**src/rtl/pulse_synchro_arbiter.sv**
```systemverilog
// pulse_synchro_arbiter
// Shares one pulse_synchro CDC channel among NB_REQ source-domain requesters.
// Single-cycle event pulses are latched per requester, one pending event is
// picked round-robin, and a pulse plus a quasi-static requester ID is sent to
// the synchronizer. The channel is held until the destination ack returns,
// then MIN_GAP idle cycles are enforced before the next send.
//
// Optional feature: define PULSE_SYNCHRO_ARB_TIMEOUT_EN to abort an ack wait
// after TIMEOUT cycles (timeout_o pulses, the FSM proceeds as if acked).
// Without the macro the ack wait is unbounded and timeout_o is tied to 0.

module pulse_synchro_arbiter #(
  parameter int NB_REQ  = 4,
  parameter int ID_W    = 2,
  parameter int MIN_GAP = 2,
  parameter int TIMEOUT = 64
) (
  input  logic              aclk,
  input  logic              arst,
  input  logic [NB_REQ-1:0] req_i,
  output logic [NB_REQ-1:0] grant_o,
  output logic [NB_REQ-1:0] pending_o,
  output logic [NB_REQ-1:0] ovf_o,
  output logic              sync_pulse_o,
  output logic [ID_W-1:0]   sync_id_o,
  input  logic              sync_ack_i,
  output logic              busy_o,
  output logic              timeout_o
);

  localparam int PTR_W = $clog2(NB_REQ);
  localparam int GAP_W = (MIN_GAP > 0) ? $clog2(MIN_GAP + 1) : 1;

  typedef enum logic [1:0] {
    IDLE,
    SEND,
    WAIT_ACK,
    GAP
  } state_t;

  state_t           state;
  logic [PTR_W-1:0] ptr;
  logic [PTR_W-1:0] cur_idx;
  logic [GAP_W-1:0] gap_cnt;
  logic             sel_valid;
  logic [PTR_W-1:0] sel_idx;
  logic [PTR_W-1:0] ptr_next;

`ifdef PULSE_SYNCHRO_ARB_TIMEOUT_EN
  // The counter starts at 0 on the first WAIT_ACK cycle; firing at TIMEOUT-2
  // puts the timeout_o pulse exactly TIMEOUT cycles after the SEND cycle.
  localparam int TO_W    = (TIMEOUT > 2) ? $clog2(TIMEOUT) : 1;
  localparam int TO_LAST = (TIMEOUT >= 2) ? TIMEOUT - 2 : 0;
  logic [TO_W-1:0] to_cnt;
`else
  assign timeout_o = 1'b0;
`endif

  // Round-robin pick: first pending bit scanning upward from ptr with wrap.
  always_comb begin
    logic [PTR_W:0] pos;
    sel_valid = 1'b0;
    sel_idx   = '0;
    pos       = '0;
    for (int i = 0; i < NB_REQ; i++) begin
      pos = {1'b0, ptr} + (PTR_W + 1)'(i);
      if (pos >= (PTR_W + 1)'(NB_REQ)) begin
        pos = pos - (PTR_W + 1)'(NB_REQ);
      end
      if (!sel_valid && pending_o[pos[PTR_W-1:0]]) begin
        sel_valid = 1'b1;
        sel_idx   = pos[PTR_W-1:0];
      end
    end
  end

  // Pointer moves to the requester just after the one being served.
  always_comb begin
    ptr_next = cur_idx + PTR_W'(1);
    if (cur_idx == PTR_W'(NB_REQ - 1)) begin
      ptr_next = '0;
    end
  end

  // Event latches: grant_o is the one-hot clear mask during SEND, so a new
  // event on the slot being served re-arms it without an overflow.
  always_ff @(posedge aclk or posedge arst) begin
    if (arst) begin
      pending_o <= '0;
      ovf_o     <= '0;
    end else begin
      pending_o <= (pending_o & ~grant_o) | req_i;
      ovf_o     <= req_i & pending_o & ~grant_o;
    end
  end

  // Channel FSM with registered pulse, grant, ID, busy and timeout outputs.
  always_ff @(posedge aclk or posedge arst) begin
    if (arst) begin
      state        <= IDLE;
      ptr          <= '0;
      cur_idx      <= '0;
      gap_cnt      <= '0;
      grant_o      <= '0;
      sync_pulse_o <= 1'b0;
      sync_id_o    <= '0;
      busy_o       <= 1'b0;
`ifdef PULSE_SYNCHRO_ARB_TIMEOUT_EN
      to_cnt       <= '0;
      timeout_o    <= 1'b0;
`endif
    end else begin
      grant_o      <= '0;
      sync_pulse_o <= 1'b0;
`ifdef PULSE_SYNCHRO_ARB_TIMEOUT_EN
      timeout_o    <= 1'b0;
`endif
      case (state)
        IDLE: begin
          if (sel_valid) begin
            state        <= SEND;
            cur_idx      <= sel_idx;
            sync_id_o    <= ID_W'(sel_idx);
            sync_pulse_o <= 1'b1;
            grant_o      <= NB_REQ'(1) << sel_idx;
            busy_o       <= 1'b1;
          end else begin
            busy_o <= 1'b0;
          end
        end

        SEND: begin
          state  <= WAIT_ACK;
          ptr    <= ptr_next;
          busy_o <= 1'b1;
`ifdef PULSE_SYNCHRO_ARB_TIMEOUT_EN
          to_cnt <= '0;
`endif
        end

        WAIT_ACK: begin
          busy_o <= 1'b1;
`ifdef PULSE_SYNCHRO_ARB_TIMEOUT_EN
          if (sync_ack_i || (to_cnt == TO_W'(TO_LAST))) begin
            timeout_o <= ~sync_ack_i;
`else
          if (sync_ack_i) begin
`endif
            if (MIN_GAP == 0) begin
              state  <= IDLE;
              busy_o <= 1'b0;
            end else begin
              state   <= GAP;
              gap_cnt <= GAP_W'(MIN_GAP);
            end
          end
`ifdef PULSE_SYNCHRO_ARB_TIMEOUT_EN
          else begin
            to_cnt <= to_cnt + TO_W'(1);
          end
`endif
        end

        GAP: begin
          gap_cnt <= gap_cnt - GAP_W'(1);
          if (gap_cnt <= GAP_W'(1)) begin
            state  <= IDLE;
            busy_o <= 1'b0;
          end else begin
            busy_o <= 1'b1;
          end
        end

        default: begin
          state  <= IDLE;
          busy_o <= 1'b0;
        end
      endcase
    end
  end

endmodule
```
**config.mk**
```make
export PLATFORM = sky130hd
export DESIGN_NAME = pulse_synchro_arbiter
export DESIGN_NICKNAME = d
export VERILOG_FILES = /design/src/rtl/pulse_synchro_arbiter.sv
export SDC_FILE = /design/constraint.sdc
export NUM_CORES = 1
export LEC_CHECK = 0
export CAP_MARGIN = 20
export CORE_MARGIN = 4
export CORE_UTILIZATION = 43
export CTS_CLUSTER_DIAMETER = 60
export DETAILED_ROUTE_END_ITERATION = 6
export PLACE_DENSITY_LB_ADDON = 0.15
export SLEW_MARGIN = 20
export SYNTH_ARGS = -nofsm -noshare
export SYNTH_HDL_FRONTEND = slang
export SYNTH_SLANG_ARGS = --single-unit
```
**constraint.sdc**
```tcl
create_clock -name aclk -period 1.5 [get_ports aclk]
set_clock_uncertainty 0.1 [all_clocks]
set_input_delay 0.225 -clock aclk [delete_from_list [all_inputs] [get_ports aclk]]
set_output_delay 0.225 -clock aclk [all_outputs]
set_load 0.05 [all_outputs]
```
== After elaboration in Yosys (flattened, before gate mapping) ==
Index checks and enable logic that the tools add are counted.
Storage, ports and cells
  register bits: 22
  input port bits: 7
  output and inout port bits: 17
  logic and storage cells: 85
Operators by class
  $add $sub $neg: 9
  magnitude comparators: 9
  equal/unequal tests: 7
  shift-type cells: 1
  muxes and demuxes: 33
  bitwise gates (word level): 5
  reductions and logical operators: 12
Operators by type and width (number)
  $mux W2: 13
  $and A4 B4 Y4: 3
  $lt A2 B3 Y1 const B: 4
  $mux W1: 11
  $sub A2 B1 Y2 const B: 5
  $ge A3 B3 Y1 const B: 3
  $bmux W1 S2: 4
  $mux W4: 2
  $pmux W2 S4: 1
  $add A2 B2 Y3 const B: 2
  $eq A2 B2 Y1 const B: 3
  $ne A2 B2 Y1 const B: 3
  $not A4 Y4: 1
  $or A4 B4 Y4: 1
  $pmux W2 S2: 1
  $reduce_and A2 Y1: 2
  $shl A1 B2 Y4 const A: 1
  $add A2 B1 Y3 const B: 1
  $ge A2 B3 Y1 const B: 1
  $logic_and A1 B1 Y1: 3
  $logic_not A1 Y1: 3
  $pmux W1 S3: 1
  $reduce_and A3 Y1: 1
  $add A2 B1 Y2 const B: 1
  5 further kinds: 5

== Logic depth before layout (Yosys ltp) ==
Gate-level depths: netlist of the first run.
  depth in word-level cells: 17
  gate-level depth with buffers: 5
  mapped depth without buffers: 5

== Worst setup path before layout of the first run ==
OpenSTA, ideal clock, no wires.
  path kind: register to register
  start: reg pending_o[1]
  end: reg cur_idx[1]
  arrival: 1528 ps
  data required time: 1275 ps
  slack: -254 ps
  stages on the path, launching flop included: 5
  cell sequence: dfrtp_1 -> nand2b_1 -> a21oi_1 -> o32a_1 -> mux2_4
Between the ends
  cells in the longest elaborated chain, start to end: 13
  elaborated cells on any way between the ends: 23
  those cells by class: mux: 16; reduce/logical: 7
RTL lines
  from (decl): RTL line 22  | output logic [NB_REQ-1:0] pending_o,
  from (signal assigned): RTL line 92  | pending_o <= (pending_o & ~grant_o) | req_i;
  $bmux W1 S2: RTL line 70  | if (!sel_valid && pending_o[pos[PTR_W-1:0]]) begin
  $mux W1 (implied by the code): RTL line 70
  $mux W1: RTL line 70
  $logic_not A1 Y1: RTL line 70
  $logic_and A1 B1 Y1: RTL line 70
  $mux W1: RTL line 70
  $logic_not A1 Y1: RTL line 70
  $logic_and A1 B1 Y1: RTL line 70
  $mux W1: RTL line 70
  $logic_not A1 Y1: RTL line 70
  $logic_and A1 B1 Y1: RTL line 70
  $mux W1: RTL line 70
  $reduce_and A2 Y1 (no source line)
  to (signal assigned): RTL line 122  | cur_idx <= sel_idx;
  to (decl): RTL line 43  | logic [PTR_W-1:0] cur_idx;
Parallel ways exist; a longest one is shown, timed or not. The select of a mux whose other input is x is not followed.
A chain may end at the register's enable or synchronous reset.

== Worst setup path after layout of the first run ==
  start: reg pending_o[2]
  end: reg state[1]
Between the ends
  cells in the longest elaborated chain, start to end: 14
  elaborated cells on any way between the ends: 20
  those cells by class: eq/ne: 1; mux: 12; reduce/logical: 7
RTL lines
  $bmux W1 S2: RTL line 70
  $mux W1 (implied by the code): RTL line 70
  $mux W1: RTL line 70
  $logic_not A1 Y1: RTL line 70
  $logic_and A1 B1 Y1: RTL line 70
  $mux W1: RTL line 70
  $logic_not A1 Y1: RTL line 70
  $logic_and A1 B1 Y1: RTL line 70
  $mux W1: RTL line 70
  $logic_not A1 Y1: RTL line 70
  $logic_and A1 B1 Y1: RTL line 70
  $mux W1 *: RTL line 70
  $ne A2 B2 Y1 (no source line) *
  $reduce_and A3 Y1 (no source line) *
  to (signal assigned): RTL line 100  | state <= IDLE;
  to (signal assigned): RTL line 121  | state <= SEND;
  to (signal assigned): RTL line 133  | state <= WAIT_ACK;
  to (decl): RTL line 41  | state_t state;
Every way passes the cells marked *; elsewhere a longest branch is shown, timed or not. The select of a mux whose other input is x is not followed.

==> results_dict.tcl, run 1 <==
set metrics [dict create \
    synth_top_area_cell "dfrtp_1" \
    start_util_pct 45.3 \
    peakVddDrop_uv 1610 \
    leakage_nw 0.722 \
    die_h_um 56.3 \
    wl_per_cell_um 13.2 \
    fmax_mhz 663 \
    clk_latency_ps 310 \
    wl_met3_um 78 \
    synthDistinctLibCells 31 \
    placementRows 17 \
    synth_simple_gate_area_share_pct 17.1 \
    synth_top_family_by_area "simple AND/OR/NAND/NOR gates" \
    end_kind "flop" \
    cts_tree "built" \
    fin_hold_ws_ps 148 \
    hold_viol_final 0 \
    synth_area_sq_um 1000 \
    r2r_end "state[1]" \
    dr.pass1.iters 4 \
    wl_met1_um 818 \
    holdBufCountCts 0 \
    synth_area_per_cell_sq_um 12.5 \
    netSwitchingFraction_pct 41.3 \
    dp.cells 138 \
    drtIter0Drc 4 \
    crit_slowest_cell "dfrtp_2" \
    layout_commonest_cell "dfrtp_1" \
    io_pins 24 \
    drive_above_1_share_pct 43.5 \
    finalPower_mw 3.81 \
    cts_max_level 1 \
    synth-main-ff-cell "dfrtp_1" \
    grt_setup_unrepaired "true" \
    powerDensity_nw_per_um2 2470 \
    synth_top_area_share_pct 54.9 \
    synth-seq-cells 22 \
    yosys.area_share.adder_pct 7.49 \
    start_kind "flop" \
    grt_pass1_vias 720 \
    highest_layer "met4" \
    antenna_found_initial 0 \
    fin_ws_ps -9.34 \
    syn_inst 80 \
    routed_wl_um 1890 \
    status "finished with violations" \
    core-area_sq_um 2210 \
    dieWidth_um 56.3 \
    setup_viol_count_final 1 \
    clockBufferDepth 2 \
    period_needed_ps 1510 \
    grt_pass1_wl_um 3170 \
    combPwrFrac_pct 62.4 \
    instances_no_fill 143 \
    numClockSinks 22 \
    max_stage_delay_ps 460 \
    path_cells "nor4_4 > nand2_1 > and3_4 > mux2_4" \
    final_cell_mix "18 x dfrtp_1, 16 x buf_12, 10 x buf_4" \
    arrival_ps 1610 \
    synth_compound_area_share_pct 9.74 \
    grt_max_degree 23 \
    ant_nets 0 \
    met2_length_um 964 \
    nets 129 \
    gr-total-overflow 0 \
    pwr-share-clk_pct 8.4 \
    p_seq_share_pct 29.2 \
    synthXorXnorAreaFrac_pct 0 \
    diodes 0 \
    rrSetupSlack_ps -9 \
    maxCapViolCount 0 \
    vias 711 \
    violations "setup timing" \
    numPortBuffers 22 \
    drc 0 \
    root_buffer "clkbuf_4" \
    cts-buffers-inserted 3 \
    synth_enable_flop_cells 0 \
    internal_power_mw 2.24 \
    switchingPower_mw 1.57 \
    cts.clk_slew.worst_paths_ps 120 \
    die_area_sq_um 3170 \
    gr-usage-all-layers_pct 12.9 \
    synthToLayoutAreaGrowth_pct 54.3 \
    drv_slew 0 \
    yosys_warnings 0 \
    muxShareOfSynthArea_pct 6.24 \
    critical_path_class "flop to flop" \
    worstReg2RegStart "pending_o[2]" \
    gp_congestion 0.825 \
    seq_area_frac_synth_pct 54.9 \
    reg2reg_depth 4 \
    critPathMaxFanout 4 \
    vias_per_cell 4.97 \
    hp-class "input pin to async pin" \
    synth-async-reset-ratio_pct 100 \
    timing.final.crit_share_pct 101 \
    synth_area_leaders "dfrtp_1 55%, ha_1 7.5%, inv_1 3.0%" \
    dp_hpwl_um 1530 \
    syn-num-nets 93 \
    crit_required_ps 1600 \
]
-- state kept, by name, summed over array words and instances, names as in the netlist --
name	count
cur_idx	2
ovf_o	4
pending_o	4
sync_pulse_o	1
gap_cnt	2
state	2
busy_o	1
ptr	2
grant_o	4
-- cell type report --
cell class / count / area (sq um)
clock buffer: 4 / 36.3
fill: 161 / 666
inverter: 9 / 33.8
multi-input combinational: 48 / 430
sequential: 22 / 556
tap: 28 / 35.0
timing repair buffer: 32 / 455
-- cell families after synthesis --
group | count (synthesis)
fa+ha+maj | 6
simple gates | 24
flops | 22
mux | 5
compound gates | 12
buf+inv | 10
other cells | 1
-- cells in the mapped netlist (2+ instances only) --
cell type	number
o22a_1	3
nand2b_1	3
and3_1	3
ha_1	6
and3_2	2
nor2_1	2
a21o_1	2
a21o_2	2
mux2_4	2
nor2b_1	2
inv_1	8
nand2_1	2
nor3b_1	3
dfrtp_1	22
o21a_1	2
-- per-stage QoR --
stage                     setup slack (ps)  TNS (ps)  util [%]  cell area [sq um]
final                                -9.34     -9.34      69.9               1550
after global routing                 -62.2      -100      69.9               1550
after CTS                            -21.5     -21.5      68.9               1530
after detailed placement             -24.6     -24.6      67.3               1490
after global placement               -7.49     -7.49      67.3               1490
after floorplan                      -93.3      -180         -               1010
-- how the worst max path moves through the flow --
stage	startpoint	slack, ps	endpoint	depth (start not counted)
after global routing	pending_o[2]	-60	state[1]	4
final	pending_o[2]	-9	state[1]	4
after floorplan	pending_o[2]	-90	state[1]	4
after CTS	pending_o[2]	-20	state[1]	4
after detailed placement	sync_ack_i	-20	state[1]	4
after global placement	sync_ack_i	-7	state[1]	4
-- power by group through the flow --
stage	Combinational (mW)	Clock, mW	Sequential, mW
global route	2.52	0.356	1.14
detailed placement	2.38	0	1.11
global placement	2.33	0	1.10
CTS	2.38	0.336	1.10
floorplan	0.780	0	1.60
finish	2.38	0.321	1.11
-- critical path: cells and delay by family (launching register included) --
kind | cells | cell delay (ps)
and+or+nand+nor | 3 | 560
muxes | 1 | 280
DFF | 1 | 460
-- routing by layer --
| layer | GRT usage (%) | vias up |
|---|---|---|
| li1 | - | 347 |
| met1 | 15.9 | 342 |
| met2 | 21.4 | 20 |
| met3 | 2.76 | 2 |
| met4 | 6.10 | 0 |
| met5 | 0 | - |
-- what timing repair did --
action | CTS | global route
setup endpoints to repair | 1 | 3
setup buffers | 0 | 1
gates resized for setup | 0 | 4
Power figures use the tool's default switching activity.
==> inputs of run 2 (changes only) <==
--- a/config.mk
+++ b/config.mk
@@ -11,7 +11,6 @@
 export CTS_CLUSTER_DIAMETER = 60
 export DETAILED_ROUTE_END_ITERATION = 6
 export PLACE_DENSITY_LB_ADDON = 0.15
-export SLEW_MARGIN = 20
 export SYNTH_ARGS = -nofsm -noshare
 export SYNTH_HDL_FRONTEND = slang
 export SYNTH_SLANG_ARGS = --single-unit
==> results of run 2 <==
Same layout as run 1: the final DEF is identical, and so are final timing and power.
==> inputs of run 3 (changes only) <==
--- a/config.mk
+++ b/config.mk
@@ -7,7 +7,7 @@
 export LEC_CHECK = 0
 export CAP_MARGIN = 20
 export CORE_MARGIN = 4
-export CORE_UTILIZATION = 43
+export CORE_UTILIZATION = 45
 export CTS_CLUSTER_DIAMETER = 60
 export DETAILED_ROUTE_END_ITERATION = 6
 export PLACE_DENSITY_LB_ADDON = 0.15
==> constraint.sdc (replaced) <==
create_clock -name aclk -period 1.7 [get_ports aclk]
set_clock_uncertainty 0.1 [all_clocks]
set_input_delay 0.255 -clock aclk [delete_from_list [all_inputs] [get_ports aclk]]
set_output_delay 0.255 -clock aclk [all_outputs]
set_load 0.05 [all_outputs]
==> run 3 against run 2 <==
  * The run now ends clean
  * Critical path depth stayed put
  * Global-route usage is 0.57 points higher
  * First-iteration DRC count is 75% higher
  * Power is 25% lower
  * Combinational power is 31% lower
  * Design area is 16% lower
  * Register-to-register slack better by 110 ps
  * Flip-flop and latch count stayed put
  * Clock power is 12% lower
  * Clock-buffer cell count stayed put
  * Routed wire length is 7.4% lower
  * Final cell count is 5.6% lower
==> results_dict.tcl, run 3 (synthesis results as in run 1) <==
set metrics [dict create \
    status "completed" \
    die_area_sq_um 3050 \
    setup_viol_count_final 0 \
    nets 122 \
    r2r_end "state[1]" \
    final_cell_mix "20 x dfrtp_1, 17 x buf_4, 8 x inv_1" \
    antenna_found_initial 0 \
    wl_per_cell_um 12.9 \
    top_regs "grant_o (4), ovf_o (4), pending_o (4)" \
    cts_max_level 1 \
    cts_setup_buffers 0 \
    arrival_ps 1700 \
    drv_slew 0 \
    clk_latency_ps 300 \
    rrSetupSlack_ps 100 \
    timing.final.crit_share_pct 94.2 \
    clockBufferDepth 2 \
    fmax_mhz 624 \
    ant_nets 0 \
    grt_max_degree 23 \
    layout_commonest_cell "dfrtp_1" \
    hp-class "input pin to async pin" \
    peakVddDrop_uv 1270 \
    hold_viol_final 0 \
    finalPower_mw 2.84 \
    critical_path_class "flop to flop" \
    gr-usage-all-layers_pct 13.5 \
    dieWidth_um 55.2 \
    p_seq_share_pct 32.1 \
    cts_resized 0 \
    switchingPower_mw 1.27 \
    dr.pass1.iters 4 \
    diodes 0 \
    drtIter0Drc 7 \
    dp_hpwl_um 1350 \
    root_buffer "clkbuf_4" \
    combPwrFrac_pct 58.0 \
    io_pins 24 \
    holdBufCountCts 0 \
    gp_congestion 0.785 \
    core-area_sq_um 2040 \
    cts_tree "built" \
    numPortBuffers 22 \
    numClockSinks 22 \
    pwr-share-clk_pct 9.9 \
    powerDensity_nw_per_um2 2180 \
    placementRows 16 \
    crit_required_ps 1800 \
    grt_pass1_wl_um 2700 \
    start_util_pct 49.1 \
    drc 0 \
    internal_power_mw 1.57 \
    stdcell_area_sq_um 1300 \
    drive_above_1_share_pct 35.2 \
    reg2reg_depth 4 \
    maxCapViolCount 0 \
    die_h_um 55.2 \
    grt_pass1_vias 577 \
    placed_area_sq_um 1260 \
    netSwitchingFraction_pct 44.8 \
    start_kind "flop" \
    routed_wl_um 1750 \
    critPathMaxFanout 7 \
    worstReg2RegStart "pending_o[1]" \
    vias 664 \
    period_needed_ps 1600 \
    gr-total-overflow 0 \
    leakage_nw 0.623 \
    utilization_pct 63.7 \
    vias_per_cell 4.92 \
    cts.clk_slew.worst_paths_ps 120 \
    end_kind "flop" \
    synthToLayoutAreaGrowth_pct 29.8 \
    cts-buffers-inserted 3 \
]
## run 3: changes by cell type in the layout (fill, tap and decap cells not counted), sizes merged
cell,delta
buf,-7
## run 3: stage by stage
| stage | hold WS [ps] | instances | setup TNS, ps | setup WS (ps) |
|---|---|---|---|---|
| finish | 168 | 135 | 0 | 98.1 |
| global route | 195 | 135 | -3.96 | -3.96 |
| CTS | 169 | 135 | 0 | 78.2 |
| detailed placement | 397 | 131 | 0 | 90.9 |
| global placement | 371 | 131 | 0 | 96.8 |
| floorplan | 144 | 80 | 0 | 12.7 |
## run 3: worst max path at each step
stage	from	to	slack (ps)	cells after the start
after floorplan	pending_o[0]	state[1]	10	4
after global placement	pending_o[2]	state[1]	100	4
after detailed placement	pending_o[2]	state[1]	90	4
after CTS	pending_o[2]	state[1]	80	4
after global routing	pending_o[2]	state[1]	-4	4
final	pending_o[1]	state[1]	100	4
## run 3: cell type report
| cell class | count | area, sq um |
|---|---|---|
| fill | 163 | 741 |
| sequential | 22 | 553 |
| multi-input combinational | 48 | 417 |
| timing repair buffer | 25 | 228 |
| clock buffer | 4 | 36.3 |
| inverter | 9 | 33.8 |
| tap | 27 | 33.8 |
## run 3: power by group through the flow
stage          clock network (mW)  logic, mW  registers [mW]
2_1_floorplan                   0      0.688            1.41
3_3_place_gp                    0       1.63           0.913
3_5_place_dp                    0       1.66           0.917
4_1_cts                     0.296       1.67           0.907
5_1_grt                     0.313       1.79           0.947
6_report                    0.281       1.65           0.913
## run 3: layer usage
metal	track usage [%]	up-vias	wire (um)
li1	-	336	-
met1	16.8	305	730
met2	19.3	17	849
met3	3.49	6	98
met4	11.3	0	70
met5	0	-	0
## run 3: worst max-delay path, stage by stage, from the launching register on
cell and delay [ps]:
dfrtp_2 470, nor4_2 330, nand2_1 130, and3_4 190
mux2_4 280
